[config.mk]
export PLATFORM = sky130hd
export DESIGN_NAME = alu_exec_stage_flat
export DESIGN_NICKNAME = d
export VERILOG_FILES = /design/src/rtl/cpu16_pkg.sv /design/src/rtl/alu_exec_stage_if.sv /design/src/rtl/alu_comb_core.sv /design/src/rtl/alu_exec_stage.sv /design/src/flat_wrapper.sv
export SDC_FILE = /design/constraint.sdc
export NUM_CORES = 1
export LEC_CHECK = 0
export CAP_MARGIN = 10
export CORE_MARGIN = 3
export CORE_UTILIZATION = 55
export CTS_CLUSTER_SIZE = 10
export DETAILED_ROUTE_END_ITERATION = 7
export DONT_BUFFER_PORTS = 1
export PLACE_DENSITY = 0.79
export SYNTH_ARGS = -nofsm -noshare
export SYNTH_HDL_FRONTEND = slang
export SYNTH_SLANG_ARGS = --single-unit
export TNS_END_PERCENT = 100
[constraint.sdc]
create_clock -name clk -period 9.5 [get_ports clk]
set_input_delay 1.9 -clock clk [delete_from_list [all_inputs] [get_ports clk]]
set_output_delay 1.9 -clock clk [all_outputs]
set_load 0.005 [all_outputs]
[src/rtl/cpu16_pkg.sv]
// cpu16_pkg: shared definitions for the CPU16 execute stage.
//  - ALU operation codes as produced by the ALU control unit
//  - default datapath and shift-amount widths
//  - FSM state encoding for the execute stage
//  - is_shift(): true for the iterative shift operations
package cpu16_pkg;

  localparam logic [3:0] ALU_AND = 4'b0000;
  localparam logic [3:0] ALU_SLT = 4'b0001;
  localparam logic [3:0] ALU_OR  = 4'b0010;
  localparam logic [3:0] ALU_XOR = 4'b0011;
  localparam logic [3:0] ALU_ADD = 4'b0100;
  localparam logic [3:0] ALU_SLL = 4'b0110;
  localparam logic [3:0] ALU_SRA = 4'b0111;
  localparam logic [3:0] ALU_SUB = 4'b1100;

  localparam int WIDTH_DEF = 16;
  localparam int SHW_DEF   = 4;

  typedef enum logic {
    IDLE  = 1'b0,
    SHIFT = 1'b1
  } state_t;

  function automatic logic is_shift(input logic [3:0] op);
    return (op == ALU_SLL) || (op == ALU_SRA);
  endfunction

endpackage

[src/rtl/alu_exec_stage_if.sv]
// alu_exec_stage_if: handshake bundle between the ALU control unit / consumer
// and the execute stage.
//  master (upstream + consumer side): drives flush, in_valid, alu_op, a_in,
//    b_in, out_ready; observes in_ready, out_valid, result, zero, ovf.
//  slave (execute stage): the mirror image.
interface alu_exec_stage_if
  import cpu16_pkg::*;
#(
  parameter int WIDTH = WIDTH_DEF
);
  logic             flush;
  logic             in_valid;
  logic             in_ready;
  logic [3:0]       alu_op;
  logic [WIDTH-1:0] a_in;
  logic [WIDTH-1:0] b_in;
  logic             out_valid;
  logic             out_ready;
  logic [WIDTH-1:0] result;
  logic             zero;
  logic             ovf;

  modport master (
    output flush, in_valid, alu_op, a_in, b_in, out_ready,
    input  in_ready, out_valid, result, zero, ovf
  );

  modport slave (
    input  flush, in_valid, alu_op, a_in, b_in, out_ready,
    output in_ready, out_valid, result, zero, ovf
  );
endinterface

[src/rtl/alu_comb_core.sv]
// alu_comb_core: combinational single-cycle ALU operations.
//  op     in   4      operation code
//  a, b   in   WIDTH  operands (two's complement)
//  result out  WIDTH  AND/OR/XOR/ADD/SUB/SLT result, 0 for any other code
//  ovf    out  1      signed overflow for ADD/SUB, 0 otherwise
module alu_comb_core
  import cpu16_pkg::*;
#(
  parameter int WIDTH = WIDTH_DEF
) (
  input  logic [3:0]              op,
  input  logic signed [WIDTH-1:0] a,
  input  logic signed [WIDTH-1:0] b,
  output logic [WIDTH-1:0]        result,
  output logic                    ovf
);

  logic signed [WIDTH-1:0] sum;
  logic signed [WIDTH-1:0] diff;

  assign sum  = a + b;
  assign diff = a - b;

  always_comb begin
    result = '0;
    ovf    = 1'b0;
    case (op)
      ALU_AND: result = a & b;
      ALU_OR:  result = a | b;
      ALU_XOR: result = a ^ b;
      ALU_ADD: begin
        result = sum;
        ovf    = (a[WIDTH-1] == b[WIDTH-1]) && (sum[WIDTH-1] != a[WIDTH-1]);
      end
      ALU_SUB: begin
        result = diff;
        ovf    = (a[WIDTH-1] != b[WIDTH-1]) && (diff[WIDTH-1] != a[WIDTH-1]);
      end
      ALU_SLT: result = {{(WIDTH-1){1'b0}}, (a < b)};
      default: result = '0;
    endcase
  end

endmodule

[src/rtl/alu_exec_stage.sv]
// alu_exec_stage: registered execute stage of the CPU16 datapath.
//  clk, reset   single rising-edge clock, synchronous active-high reset
//  io (slave)   flush, in_valid/in_ready + alu_op/a_in/b_in on the input
//               side; out_valid/out_ready + result/zero/ovf on the output
// Single-cycle ops are written to the output register on the accept edge.
// SLL/SRA with a non-zero shift amount iterate one bit per cycle in a
// shift accumulator and write the output when the last bit is shifted.
// Only one operation is in flight: new work is accepted only in IDLE and
// only when the output register is empty or being drained this cycle.
module alu_exec_stage
  import cpu16_pkg::*;
#(
  parameter int WIDTH = WIDTH_DEF,
  parameter int SHW   = SHW_DEF
) (
  input  logic            clk,
  input  logic            reset,
  alu_exec_stage_if.slave io
);

  state_t                  state_q, state_n;
  logic [SHW-1:0]          count_p0, count_n;
  logic signed [WIDTH-1:0] acc_p0, acc_n;
  logic                    sra_p0, sra_n;
  logic                    vld_p1, vld_n;
  logic [WIDTH-1:0]        result_p1, res_n;
  logic                    zero_p1, zero_n;
  logic                    ovf_p1, ovf_n;

  logic [WIDTH-1:0]        core_res;
  logic                    core_ovf;
  logic                    in_ready;
  logic                    accept;
  logic [SHW-1:0]          shamt;
  logic                    shift_req;
  logic signed [WIDTH-1:0] acc_step;
  logic                    write_out;

  alu_comb_core #(.WIDTH(WIDTH)) u_core (
    .op     (io.alu_op),
    .a      (io.a_in),
    .b      (io.b_in),
    .result (core_res),
    .ovf    (core_ovf)
  );

  assign shamt     = io.b_in[SHW-1:0];
  assign shift_req = is_shift(io.alu_op);
  assign in_ready  = (state_q == IDLE) && (!vld_p1 || io.out_ready) && !io.flush;
  assign accept    = io.in_valid && in_ready;
  assign acc_step  = sra_p0 ? (acc_p0 >>> 1) : (acc_p0 <<< 1);

  always_comb begin
    state_n   = state_q;
    count_n   = count_p0;
    acc_n     = acc_p0;
    sra_n     = sra_p0;
    vld_n     = vld_p1;
    res_n     = result_p1;
    zero_n    = zero_p1;
    ovf_n     = ovf_p1;
    write_out = 1'b0;

    if (io.flush) begin
      state_n = IDLE;
      count_n = '0;
      vld_n   = 1'b0;
    end else begin
      // A drain in this cycle frees the output; a write below may refill it.
      if (vld_p1 && io.out_ready) vld_n = 1'b0;

      case (state_q)
        IDLE: begin
          if (accept) begin
            if (shift_req && (shamt != '0)) begin
              acc_n   = io.a_in;
              count_n = shamt;
              sra_n   = (io.alu_op == ALU_SRA);
              state_n = SHIFT;
            end else begin
              // A zero-distance shift passes operand A straight through.
              write_out = 1'b1;
              res_n     = shift_req ? io.a_in : core_res;
              ovf_n     = shift_req ? 1'b0 : core_ovf;
            end
          end
        end
        SHIFT: begin
          acc_n   = acc_step;
          count_n = count_p0 - SHW'(1);
          if (count_p0 == SHW'(1)) begin
            write_out = 1'b1;
            res_n     = acc_step;
            ovf_n     = 1'b0;
            state_n   = IDLE;
          end
        end
        default: state_n = IDLE;
      endcase

      if (write_out) begin
        vld_n  = 1'b1;
        zero_n = (res_n == '0);
      end
    end
  end

  // ---- stage boundary: shift accumulator (p0) and output register (p1) ----
  always_ff @(posedge clk) begin
    if (reset) begin
      state_q   <= IDLE;
      count_p0  <= '0;
      acc_p0    <= '0;
      sra_p0    <= 1'b0;
      vld_p1    <= 1'b0;
      result_p1 <= '0;
      zero_p1   <= 1'b0;
      ovf_p1    <= 1'b0;
    end else begin
      state_q   <= state_n;
      count_p0  <= count_n;
      acc_p0    <= acc_n;
      sra_p0    <= sra_n;
      vld_p1    <= vld_n;
      result_p1 <= res_n;
      zero_p1   <= zero_n;
      ovf_p1    <= ovf_n;
    end
  end

  assign io.in_ready  = in_ready;
  assign io.out_valid = vld_p1;
  assign io.result    = result_p1;
  assign io.zero      = zero_p1;
  assign io.ovf       = ovf_p1;

endmodule

[src/flat_wrapper.sv]
// flat-port wrapper written by rule: the top's interface ports become plain ports
module alu_exec_stage_flat import cpu16_pkg::*;
#(
  parameter int WIDTH = WIDTH_DEF,
  parameter int SHW   = SHW_DEF
)
  (clk, reset, io_flush, io_in_valid, io_alu_op, io_a_in, io_b_in, io_out_ready, io_in_ready, io_out_valid, io_result, io_zero, io_ovf);
  alu_exec_stage_if #(.WIDTH(WIDTH)) io_i ();
  input  logic clk;
  input  logic reset;
  input wire logic [$bits(io_i.flush)-1:0] io_flush;
  input wire logic [$bits(io_i.in_valid)-1:0] io_in_valid;
  input wire logic [$bits(io_i.alu_op)-1:0] io_alu_op;
  input wire logic [$bits(io_i.a_in)-1:0] io_a_in;
  input wire logic [$bits(io_i.b_in)-1:0] io_b_in;
  input wire logic [$bits(io_i.out_ready)-1:0] io_out_ready;
  output wire logic [$bits(io_i.in_ready)-1:0] io_in_ready;
  output wire logic [$bits(io_i.out_valid)-1:0] io_out_valid;
  output wire logic [$bits(io_i.result)-1:0] io_result;
  output wire logic [$bits(io_i.zero)-1:0] io_zero;
  output wire logic [$bits(io_i.ovf)-1:0] io_ovf;
  assign io_i.flush = io_flush;
  assign io_i.in_valid = io_in_valid;
  assign io_i.alu_op = io_alu_op;
  assign io_i.a_in = io_a_in;
  assign io_i.b_in = io_b_in;
  assign io_i.out_ready = io_out_ready;
  assign io_in_ready = io_i.in_ready;
  assign io_out_valid = io_i.out_valid;
  assign io_result = io_i.result;
  assign io_zero = io_i.zero;
  assign io_ovf = io_i.ovf;
  alu_exec_stage #(.WIDTH(WIDTH), .SHW(SHW)) u_core (.clk(clk), .reset(reset), .io(io_i));
endmodule
==> results.txt, run 1 <==
- H-tree lvl count: 2
- Effective utilization at floorplan: 0.567
- Final clock period utilization by the worst path: 0.475
- The via count of the first global-routing pass was 5217.
- Number of different library cells in the post-synthesis netlist: 82
- The number of antenna diodes in the final layout is 0.
- During placement, the flow inserted port buffers numbering 0.
* Top-Level Pins: between 60 and 70
- Ranked by total cell area, the synthesized netlist is headed by sky130_fd_sc_hd__dfxtp_1 (16%), sky130_fd_sc_hd__ha_1 (13%), sky130_fd_sc_hd__a21oi_1 (6.5%).
- Global routing finished with a remaining overflow of 0.
* Clock slew seen by the registers of the worst setup and hold paths: ~0.08 ns
- In the final routed layout, each cell accounts on average for around 22 microns.
- First-pass DRT Iterations: 7
- The clock reaches the later pin of the worst-skew pair after ~0.30 ns.
- Average via count per standard cell: between 6 and 7
- Number of max-slew violations in the final report: 0
* Library cell appearing most often on the critical path: sky130_fd_sc_hd__inv_1
- TritonCTS built the clock tree.
- Final instance area: around 5400 sq um
- For this design, the slowest cell found on the critical path is sky130_fd_sc_hd__or3_1.
* Critical path, cell by cell: inv_1 > ha_1 > inv_1 > fa_1 > nor2b_1 > o311ai_4 > a2111oi_2 > or3_1 > and4_1 > o32ai_2 > nand3_1 > nor4_1 > a31o_1
- The final count of hold timing violations is 0.
* GR Util All Layers: 0.324
- Share of flip-flops with an asynchronous set or reset after synthesis: 0
* DIE AREA: 10800 sq um
- Share of layout cells above drive strength 1: 0.0690
- Clock tree synthesis inserted a total of 5 buffers.
- Peak per-stage delay on the critical path: ~0.42 ns
- Power density over cell area: between 90 and 100 nW/um^2
- Crit path buf inv count: 2
- In this run the static leakage power is 2.02 nW.
- Achievable Freq: 221 MHz
- Synthesized Nets: between 800 and 900
- Post-Route Skew: ~0.0046 ns
- For the worst setup path, the data arrival time is ~4.8 ns.
- Max Cap Violations: 0
- Setup repair after global routing left no endpoint under its margin.
* Cell Rows: 35
* Commonest register cell after synthesis: sky130_fd_sc_hd__dfxtp_1
* Maximum fanout along the worst path: 5
- For this design, the CTS-stage hold fixing added 0 buffers.
- Worst EP required: slightly below 10 ns
* Endpoint kind of the worst setup timing path: flop
* Outcome: finished, final reports clean
- EDFF count, synth: 0
- Max-Slew Margin vs Limit: 0.180
- The synthesized netlist occupies a cell area of ~5300 sq um.
- The total area inside the core boundary comes to around 9300 sq um.
- Routability-driven placement finished with a final weighted congestion of roughly 1.0.
- Vias post-DR: between 5000 and 6000
- The share of synthesized area in the top cell type comes to 0.156.
- Gates resized, CTS repair: 0
- Die width: 104 microns
- Wires add up to ~18 mm.
- Of the synthesized area, sequential elements account for 0.156.
* Buffers from clock root to sink, at most: 2
- In this run the vertical extent of the chip is approximately 100 microns.
* Most frequent cell after synthesis: sky130_fd_sc_hd__nor2_1
* Estimated wirelength of the detail-placed design: between 10 and 15 mm
* Number of warning messages in the yosys log: 0
- The routed design could run at a clock period as short as about 4.5 ns.
- In this run the cell area measured after placement is 5230 sq um.
* Most used standard cells in the synthesized netlist: sky130_fd_sc_hd__nor2_1 (89), sky130_fd_sc_hd__a21oi_1 (68), sky130_fd_sc_hd__ha_1 (56), sky130_fd_sc_hd__nand2_1 (50), sky130_fd_sc_hd__inv_1 (48)
- The worst hold path belongs to the class reg2reg.
- For this run, design rule violations remaining after detail routing come to 0.
- After routing, the total negative slack on setup checks comes to 0 ns.
* Initial antenna violation count: 0
- Family of cells with the greatest summed delay on the critical path: simple AND/OR/NAND/NOR gates
* Synthesis-to-finish area growth: 1.81%
- Cells after synthesis: slightly above 700
- STA classifies the critical path startpoint as a primary input.
* Setup CP Type: in2reg
- VDD IR-drop max: 0.0641 mV
* Setup-failing EPs final: 0
- Entering global routing, the biggest net connects 44 pins.
- In this run the mean area of a mapped cell was 7.32 sq um.
- Setup Buffers After CTS: 0
- First-pass GRT wire length: approximately 28 mm
- Of all cell types, the one taking the most synthesized area is sky130_fd_sc_hd__dfxtp_1.
- At the pin with the least slew margin, the transition time is between 1 and 1.5 ns.
* Number of violations reported at the end of detailed-routing iteration 0: 686
- Cell chosen for the clock root: sky130_fd_sc_hd__clkbuf_8
- The clock drives 41 sinks.
* Antenna Nets Post-Route: 0
- Nets: slightly below 800
- Post-synthesis sequential element count: 41
==> kinds of logic (layout without fill, tap and decap cells) <==
| family | Yosys count | in the layout | share of synthesized area |
|---|---|---|---|
| compound gates | 221 | 221 | 0.294 |
| xor+xnor | 4 | 4 | 0.00666 |
| fa+ha+maj | 58 | 58 | 0.141 |
| buf+inv | 101 | 63 | 0.0868 |
| flops | 41 | 41 | 0.156 |
| mux | 27 | 27 | 0.0516 |
| simple gates | 267 | 267 | 0.265 |
==> final cells by class <==
type	count	area [sq um]
clock buffer	5	68.8
multi-input combinational	577	4020
inverter	50	188
clock inverter	3	65.1
timing repair buffer	5	37.5
fill	898	3930
tap	129	161
sequential	41	821
==> worst register-to-register path, stage by stage, from the launching register on <==
cell and delay [ns]:
sky130_fd_sc_hd__dfxtp_1 0.33, sky130_fd_sc_hd__nand2b_1 0.19, sky130_fd_sc_hd__o2111a_1 0.78, sky130_fd_sc_hd__o211ai_1 0.19, sky130_fd_sc_hd__o31ai_1 0.42, sky130_fd_sc_hd__nand4_1 0.16, sky130_fd_sc_hd__nor3_2 0.17, sky130_fd_sc_hd__nand4_1 0.12
sky130_fd_sc_hd__nor4_1 0.29, sky130_fd_sc_hd__a31o_1 0.19
==> state kept, by name (all words and copies together) (netlist names) <==
register,flops
u_core.io.result,16
u_core.state_q,1
u_core.io.out_valid,1
u_core.acc_p0,16
u_core.count_p0,4
u_core.io.zero,1
u_core.sra_p0,1
u_core.io.ovf,1
==> power by group <==
group | switching (mW) | internal [mW] | leakage [nW]
Sequential | 0.00568 | 0.177 | 0.332
Combinational | 0.111 | 0.0666 | 1.62
Clock | 0.0643 | 0.104 | 0.0681
Total | 0.181 | 0.348 | 2.02
==> worst paths after layout <==
| path | endpoint | from | cells after the start | slack (ns) |
|---|---|---|---|---|
| setup reg to reg | u_core.io.zero | u_core.io.out_valid | 9 | 6.61 |
| hold / removal | u_core.acc_p0[0] | u_core.acc_p0[0] | 2 | 0.48 |
| setup / recovery | u_core.io.zero | io_a_in[0] | 13 | 4.98 |
| hold reg to reg | u_core.acc_p0[0] | u_core.acc_p0[0] | 2 | 0.48 |
==> placed cells by master (no fill, tap or decap), types with 6 or more instances in the layout <==
master                     synthesis  layout
sky130_fd_sc_hd__nand4_1           7       7
sky130_fd_sc_hd__nand2_1          50      50
sky130_fd_sc_hd__nand3_1          18      18
sky130_fd_sc_hd__o31ai_1          10      10
sky130_fd_sc_hd__nand2b_1         10      10
sky130_fd_sc_hd__o21bai_1          6       6
sky130_fd_sc_hd__ha_1             56      56
sky130_fd_sc_hd__nor4_1            6       6
sky130_fd_sc_hd__nor2_1           89      89
sky130_fd_sc_hd__a211oi_1         26      26
sky130_fd_sc_hd__inv_1            48      48
sky130_fd_sc_hd__o21ai_1           8       7
sky130_fd_sc_hd__or4_1             6       6
sky130_fd_sc_hd__o211ai_1          8       8
sky130_fd_sc_hd__a21o_1            6       6
sky130_fd_sc_hd__a22oi_1          12      12
sky130_fd_sc_hd__dfxtp_1          41      41
sky130_fd_sc_hd__mux2i_1          26      26
sky130_fd_sc_hd__o21ai_0          21      21
sky130_fd_sc_hd__nor3_1           27      27
sky130_fd_sc_hd__a21oi_1          68      68
sky130_fd_sc_hd__or3_1             7       7
sky130_fd_sc_hd__nor2b_1           9       9
==> per-layer routing <==
layer | vias to the layer above | GRT usage | part of all wire
li1 | 2543 | - | -
met2 | 344 | 0.510 | 0.45
met4 | 0 | 0.145 | 0.051
met5 | - | 0 | 0
met1 | 2609 | 0.427 | 0.40
met3 | 60 | 0.0642 | 0.098
==> metrics by stage <==
stage | util | total power [mW] | std cells | hold slack [ns] | setup WS (ns)
global route | 0.577 | 0.551 | 810 | 0.510 | 4.81
floorplan | - | 0.328 | 719 | 0.431 | 5.04
CTS | 0.577 | 0.524 | 810 | 0.481 | 5.03
detailed placement | 0.563 | 0.357 | 802 | 0.470 | 4.74
global placement | 0.563 | 0.357 | 802 | 0.439 | 4.75
finish | 0.577 | 0.528 | 810 | 0.481 | 4.98
Power figures use the tool's default switching activity.
==> run 2: changes to the inputs <==
PLACE_DENSITY = 0.82   (was 0.79)
clock period = 3.95 ns   (was 9.5 ns; I/O delays follow)
==> run 2 against run 1 <==
Effect of this change: largest cell class unchanged; hold slack got worse by 0.030 ns; global-route usage increased by 0.72 points; flip-flop and latch count unchanged; sequential share of layout area decreased by 0.16 points; clock power increased by 62%; largest power group is now combinational cells; critical endpoint unchanged.
==> results.txt, run 2 (synthesized netlist as in run 1, its figures left out) <==
* Average via count per standard cell: 6.77 (-1.3%)
- Final core area utilization: 0.583 (+0.00606)
- Post-CTS Hold Fix Bufs: 0 (unchanged)
* Buffers from clock root to sink, at most: 2 (unchanged)
- Initial antenna violation count: 0 (unchanged)
* Critical Path Source Type: primary input
- Die width: 104 microns (unchanged)
- Library cell appearing most often on the critical path: sky130_fd_sc_hd__inv_1
- Outcome: finished, final reports clean
* Effective utilization at floorplan: 0.567 (unchanged)
* Clock sink count: 41 (unchanged)
- Synthesis-to-finish area growth: 2.88%
- The final-layout setup total negative slack is 0 ns (unchanged).
- The data required time at the worst endpoint was 4.20 ns (-5.54 ns).
* First-pass GRT wire length: 28.7 mm (+1.6%)
- The ratio of total power to cell area is 214 nW/um^2 (+120%).
- The core outline area was 9280 sq um (unchanged).
- The number of routed nets with antenna violations came to 0 (unchanged).
* Top-Level Pins: 61 (unchanged)
- The worst-case headroom to the max-slew limit was 0.227 (+0.0476).
- Timing would allow up to 295 MHz.
- Subtracting the final worst setup slack from the clock period gives 3.39 ns.
* Final clock period utilization by the worst path: 0.859
* Total detailed-routing wirelength: 18.7 mm (+3.8%)
- The via count of the first global-routing pass was 5298 (+1.6%).
- Share of layout cells above drive strength 1: 0.0861 (+0.0171)
- The count of buffers added by post-CTS timing repair for setup came to 0 (unchanged).
- Clock tree from TritonCTS: built
* VDD IR-drop max: 0.169 mV (+160%)
- The area of placed instances is 5330 sq um (+2.1%).
- Gates resized, CTS repair: 0 (unchanged)
- By startpoint and endpoint, the worst setup path is classified as in2reg.
- N_diodes: 0 (unchanged)
- Cell Rows: 35 (unchanged)
* Routability-driven placement congestion ratio: 1.01 (-1.1%)
- Clock slew seen by the registers of the worst setup and hold paths: 0.08 ns (about the same)
- Endpoint kind of the worst setup timing path: flop
- On the critical path, the stage with the largest delay is an instance of sky130_fd_sc_hd__or3_1.
- The total global-route track usage came to 0.331 (+0.00720).
- Vias post-DR: 5593 (+0.67%)
* First-pass DRT Iterations: 5 (-2)
* Most common cell after layout, fill and taps aside: sky130_fd_sc_hd__nor2_1
- The worst clock skew on the final layout was 0.00797 ns (+0.00342 ns).
- Number of violations reported at the end of detailed-routing iteration 0: 552 (-20%)
* Peak per-stage delay on the critical path: 0.41 ns (about the same)
* Register-to-register path setup slack: 1.11 ns (-5.50 ns)
- Type of the tightest min-delay check: reg2reg
* Maximum number of pins on one net before global-route repair: 43 (-2.3%)
- The die height was 104 microns (unchanged).
- The biggest fanout along the worst timing path is 5 (unchanged).
- Clk_lat worst skew: 0.30 ns (about the same)
- Number of port buffers: 0 (unchanged)
- Cell chosen for the clock root: sky130_fd_sc_hd__clkbuf_8
- Setup-failing EPs final: 0 (unchanged)
- Static leakage: 2.08 nW (+2.6%)
- Count of unresolved DRC violations after routing: 0 (unchanged)
- The final global-route overflow total is 0 (unchanged).
- The mean routed wirelength per cell came to 22.6 microns (+1.8%).
- Critical path, cell by cell: inv_1 > ha_1 > inv_1 > fa_1 > nor2b_1 > o311ai_4 > a2111oi_2 > or3_1 > and4_1 > o32ai_2 > nand3_1 > nor4_1 > a31o_1
* Nets: 795 (+2.1%)
* Number of max-slew violations in the final report: 0 (unchanged)
- The top cell types in the final layout, fill and taps aside, are sky130_fd_sc_hd__nor2_1 (89), sky130_fd_sc_hd__a21oi_1 (68), sky130_fd_sc_hd__ha_1 (56).
- Measured slew at the worst slew-check pin: 1.16 ns (-0.0541 ns)
- Setup repair after global routing left no endpoint under its margin.
- The total clock buffers created by CTS was 5 (unchanged).
- Max Cap Violations: 0 (unchanged)
- H-tree lvl count: 2 (unchanged)
- Number of hold violations in the final report: 0 (unchanged)
* Data arrival time of the worst path: 3.64 ns (-1.12 ns)
- The final total power was 1.16 mW (+120%).
- The area of the die came to 10800 sq um (unchanged).
- The post-layout instance area came to 5420 sq um (+1.1%).
- Estimated wirelength of the detail-placed design: 14.4 mm (+4.8%)
==> run 2: final cells by class <==
class	count	area [sq um]
Multi-Input combinational cell	577	4010
Timing Repair Buffer	21	158
Tap cell	129	161
Sequential cell	41	821
Clock buffer	6	72.6
Clock inverter	2	10.0
Inverter	50	188
Fill cell	901	3870
==> run 2: stage by stage <==
stage          setup slack [ns]  hold slack, ns  instances
4_1_cts                   0.588           0.454        826
6_report                  0.556           0.451        826
2_1_floorplan             0.597           0.431        719
5_1_grt                   0.372           0.484        826
3_5_place_dp              0.304           0.441        818
3_3_place_gp              0.377           0.436        818
==> run 2: worst max-delay path: cells and delay by family <==
| kind | cells | cell delay [ns] |
|---|---|---|
| and+or+nand+nor | 5 | 1.12 |
| adders and majority gates | 2 | 0.61 |
| AOI/OAI and AO/OA | 4 | 0.93 |
| buffers and inverters | 2 | 0.15 |
==> run 2: per-layer routing <==
metal / share of wire / routed length, microns / vias to the layer above / track usage
met5: 0 / 0 / - / 0
met4: 0.046 / 868 / 0 / 0.145
met3: 0.10 / 1910 / 63 / 0.0623
met2: 0.46 / 8640 / 340 / 0.546
met1: 0.39 / 7290 / 2626 / 0.420
li1: - / - / 2564 / -
==> run 2: final timing paths <==
check                                        start                to  depth (start not counted)
worst max-delay path                    io_a_in[0]    u_core.io.zero                         13
worst min-delay path              u_core.acc_p0[0]  u_core.acc_p0[0]                          2
worst max register to register  u_core.count_p0[1]    u_core.io.zero                         10
worst min register to register    u_core.acc_p0[0]  u_core.acc_p0[0]                          2
==> run 2: power breakdown <==
| part | total (mW) | switching, mW | internal [mW] |
|---|---|---|---|
| Sequential | 0.438 | 0.0134 | 0.425 |
| Clock | 0.274 | 0.152 | 0.123 |
| Combinational | 0.445 | 0.275 | 0.170 |
| Total | 1.16 | 0.440 | 0.718 |
==> run 3: changes to the inputs <==
ABC_AREA = 1   (was default)
==> run 3 against run 2 <==
Effect of this change: flip-flop and latch count unchanged; critical path type is now reg2reg; critical path depth increased by 2; sequential power increased by 3%; non-clock buffer count decreased by 17; highest routed layer unchanged; largest power group unchanged.
==> results.txt, run 3 <==
* GR Util All Layers: 0.294 (-0.0366)
- The biggest fanout along the worst timing path was 28 (+23).
- In this run the critical register-to-register path is launched from u_core.state_q.
- The maximum count of clock buffers along a single path is 2 (unchanged).
* Most frequent cell after synthesis: sky130_fd_sc_hd__nand2_1
- Endpoint kind of the worst setup timing path: flop
- Proportion of power drawn by combinational gates: 0.376 (-0.008)
- The final-layout setup total negative slack was 0 ns (unchanged).
* Post-synthesis sequential element count: 41 (unchanged)
- Traced cell by cell, the critical path runs through buf_4 > nand2_1 > clkinv_2 > nor2_2 > nor2_2 > nand3_1 > nor2_1 > nand2_1 > nor2_1 > nand3_1 > nor2_1 > nand2_1 > nor2_1 > nand2_1 > a21oi_2.
* Number of max-slew violations in the final report: 0 (unchanged)
* Most common cell after layout, fill and taps aside: sky130_fd_sc_hd__nand2_1
* Most used standard cells in the synthesized netlist: sky130_fd_sc_hd__nand2_1 (207), sky130_fd_sc_hd__inv_1 (157), sky130_fd_sc_hd__nor2_1 (103), sky130_fd_sc_hd__nand3_1 (89), sky130_fd_sc_hd__a21oi_1 (70)
- Clk_lat worst skew: 0.29 ns (about the same)
- The sequential fraction of design power came to 0.374 (-0.004).
- The quantity of gates resized following cts was 0 (unchanged).
- The max-capacitance violation count was 0 (unchanged).
- The count of distinct cell types in the synthesized netlist came to 43 (-48%).
- The number of vias in the routed layout came to 5965 (+6.7%).
- Nets: 1005 (+26%)
- The number of buffers inserted by port buffering was 0 (unchanged).
- In the synthesized netlist the dominant register cell turns out to be sky130_fd_sc_hd__dfxtp_1.
- The core outline area is 9420 sq um (+1.4%).
- Average via count per standard cell: 5.76 (-15%)
- The worst-case headroom to the max-slew limit was 0.196 (-0.0319).
- The layout cell share with drive strength beyond 1 was 0.0386 (-0.0475).
- The reported leakage power was 2.70 nW (+30%).
- Die width: 105 microns (+1.2%)
- Outcome: finished, final reports clean
* Share of flip-flops with an asynchronous set or reset after synthesis: 0 (unchanged)
- The worst register-to-register path ends at u_core.io.zero.
- The post-detailed-placement half-perimeter wirelength is 12.9 mm (-10%).
- The site row count came to 35 (unchanged).
- Setup repair after global routing left no endpoint under its margin.
- Maximum number of pins on one net before global-route repair: 33 (-23%)
* Power density over cell area: 218 nW/um^2 (+2.0%)
- Post-CTS Hold Fix Bufs: 0 (unchanged)
- Number of violations reported at the end of detailed-routing iteration 0: 731 (+32%)
* Achievable Freq: 347 MHz (+18%)
- H-tree lvl count: 2 (unchanged)
* Register-to-register path setup slack: 1.06 ns (-0.05 ns)
- The switching share of power is 0.389 (+0.00927).
- Vert. Die Dim: 105 microns (+1.2%)
* Setup CP Type: reg2reg
* Via count of the first global-routing pass: 5487 (+3.6%)
- Yosys attributes the largest share of cell area to sky130_fd_sc_hd__dfxtp_1 (15%), sky130_fd_sc_hd__nand2_1 (14%), sky130_fd_sc_hd__ha_1 (13%).
- In the layout the commonest cells are sky130_fd_sc_hd__nand2_1 (207), sky130_fd_sc_hd__inv_1 (157), sky130_fd_sc_hd__nor2_1 (103).
- The share of synthesized area occupied by flip-flops and latches was 0.152 (-0.00404).
- Crit path buf inv count: 2 (unchanged)
* Final critical path time including I/O delays and setup: 2.89 ns (-0.508 ns)
* Effective utilization at floorplan: 0.574 (+0.00697)
* Synthesized Nets: 1032 (+26%)
* Slowest cell on crit path: sky130_fd_sc_hd__dfxtp_1
- Length in cells of the worst reg-to-reg path: 15 (+5)
- Footprint of the flip-flops and latches: 821 sq um (unchanged)
- The multi-input combinational cell area came to 3790 sq um (-5.2%).
- Critical Path Source Type: flop
- The post-placement setup slack is 0.935 ns (+0.631 ns).
* Final clock period utilization by the worst path: 0.730 (-0.129)
* Cell chosen for the clock root: sky130_fd_sc_hd__clkbuf_8
- Hold Crit Start: u_core.acc_p0[0]
- Clock tree from TritonCTS: built
* Worst EP required: 4.18 ns (-0.02 ns)
- Data arrival time of the worst path: 3.12 ns (-0.52 ns)
- Number of warning messages in the yosys log: 0 (unchanged)
- The count of buffers added by post-CTS timing repair for setup was 0 (unchanged).
* Overall power: 1.20 mW (+3.9%)
* Family of cells with the greatest summed delay on the critical path: simple AND/OR/NAND/NOR gates
- The worst clock skew on the final layout came to 0.00772 ns (-0.000255 ns).
- Average cell area after synthesis: 5.79 sq um (-21%)
- The number of diodes added for antenna fixing was 0 (unchanged).
* Count of unresolved DRC violations after routing: 0 (unchanged)
* Synthesis-to-finish area growth: 2.08%
- The global-route wire length before repair is 26.7 mm (-7.0%).
- Antenna Nets Post-Route: 0 (unchanged)
* Total clock buffers created by CTS: 5 (unchanged)
* Fraction of power consumed by the clock network: 0.250 (+0.013)
* Setup-failing EPs final: 0 (unchanged)
* Min-Delay Endpoint: u_core.acc_p0[0]
* Share of the synthesized area in the top cell type: 0.152 (-0.00404)
* Number of hold violations in the final report: 0 (unchanged)
* Worst-case setup margin in the final layout: 1.06 ns (+0.508 ns)
* Power Internal: 0.734 mW (+2.3%)
- The number of flops mapped to enable cells by yosys came to 0 (unchanged).
- Of all cell types, the one taking the most synthesized area is sky130_fd_sc_hd__dfxtp_1.
* Hold path cells: 2 (unchanged)
- The number of instances in the synthesized netlist was 933 (+30%).
- P_sw: 0.468 mW (+6.4%)
* Wirelength per Cell: 15.9 microns (-30%)
* Initial antenna violation count: 0 (unchanged)
- Clock slew seen by the registers of the worst setup and hold paths: 0.08 ns (about the same)
* Clock sink count: 41 (unchanged)
- Measured slew at the worst slew-check pin: 1.21 ns (+0.0480 ns)
- The number of iterations in the first detailed-routing pass is 6 (+1).
- The final wirelength was 16.4 mm (-12%).
- DIE AREA: 11100 sq um (+2.5%)
- Post-synthesis instance area: 5400 sq um (+2.7%)
- The maximum vdd ir drop is 0.139 mV (-18%).
- The delay of the slowest cell on the worst path came to 0.70 ns (+0.29 ns).
- Type of the tightest min-delay check: reg2reg
* Fill count: 986 (+9.4%)
* Final global-route overflow total: 0 (unchanged)
* Top-Level Pins: 61 (unchanged)
* Routability-driven placement congestion ratio: 1.03 (+2.0%)
==> run 3: cell count changes in the layout (fill, tap and decap cells not counted), moves of 17 or more <==
| cell | previous run | this run |
|---|---|---|
| sky130_fd_sc_hd__nand4_1 | 7 | 24 |
| sky130_fd_sc_hd__mux2i_1 | 26 | 0 |
| sky130_fd_sc_hd__nand3_1 | 18 | 89 |
| sky130_fd_sc_hd__nand2_1 | 50 | 207 |
| sky130_fd_sc_hd__buf_4 | 21 | 4 |
| sky130_fd_sc_hd__inv_1 | 48 | 157 |
| sky130_fd_sc_hd__o21ai_0 | 21 | 44 |
| sky130_fd_sc_hd__nor3_1 | 27 | 3 |
==> run 3: final cells by class <==
| class | count | share of cell area |
|---|---|---|
| multi-input cells | 693 | 0.688 |
| flip-flops and latches | 41 | 0.149 |
| clock inverters | 1 | 0.000907 |
| inverters | 161 | 0.110 |
| well taps | 129 | 0.0293 |
| repair buffers | 4 | 0.00544 |
| clock buffers | 7 | 0.0175 |
==> run 3: metal layers <==
metal  GRT usage  wire [microns]
met1       0.389            6990
met2       0.462            6970
met3      0.0791            1950
met4      0.0975             518
met5           0               0
==> run 3: through the flow <==
step	hold WS (ns)	std cells	area [sq um]	utilization
after floorplan	0.435	933	5400	-
after global placement	0.442	1028	5420	0.575
after detailed placement	0.453	1028	5420	0.575
after CTS	0.463	1036	5520	0.586
after global routing	0.476	1036	5520	0.586
final	0.468	1036	5520	0.586
==> run 3: worst register-to-register path: stages (launching register included) <==
cell                       delay, ns
sky130_fd_sc_hd__dfxtp_1        0.70
sky130_fd_sc_hd__buf_4          0.44
sky130_fd_sc_hd__nand2_1        0.31
sky130_fd_sc_hd__clkinv_2       0.23
sky130_fd_sc_hd__nor2_2         0.09
sky130_fd_sc_hd__nor2_2         0.19
sky130_fd_sc_hd__nand3_1        0.11
sky130_fd_sc_hd__nor2_1         0.10
sky130_fd_sc_hd__nand2_1        0.07
sky130_fd_sc_hd__nor2_1         0.09
sky130_fd_sc_hd__nand3_1        0.10
sky130_fd_sc_hd__nor2_1         0.11
sky130_fd_sc_hd__nand2_1        0.05
sky130_fd_sc_hd__nor2_1         0.08
sky130_fd_sc_hd__nand2_1        0.06
sky130_fd_sc_hd__a21oi_2        0.10
==> run 3: power groups by stage <==
stage                     registers, mW  logic [mW]  clock network [mW]
after floorplan                   0.451       0.357                   0
after global placement            0.459       0.434                   0
after detailed placement          0.459       0.437                   0
after CTS                         0.450       0.439               0.307
after global routing              0.452       0.507               0.324
final                             0.450       0.452               0.301
==> run 3: worst max-delay path by stage <==
stage,startpoint,depth (start not counted),endpoint,slack [ns]
6_report,u_core.state_q,15,u_core.io.zero,1.06
5_1_grt,u_core.state_q,15,u_core.io.zero,0.76
4_1_cts,u_core.state_q,15,u_core.io.zero,1.14
3_5_place_dp,io_a_in[0],20,u_core.io.zero,0.93
3_3_place_gp,io_a_in[0],20,u_core.io.zero,0.96
2_1_floorplan,io_a_in[0],20,u_core.io.zero,1.30
==> run 3: cells by family after synthesis <==
family	Yosys count	share of synthesized area
DFF	41	0.152
buffers and inverters	199	0.147
xor gates and xnor gates	3	0.00486
and+or+nand+nor	448	0.357
AOI/OAI and AO/OA	184	0.203
adders and majority gates	58	0.137
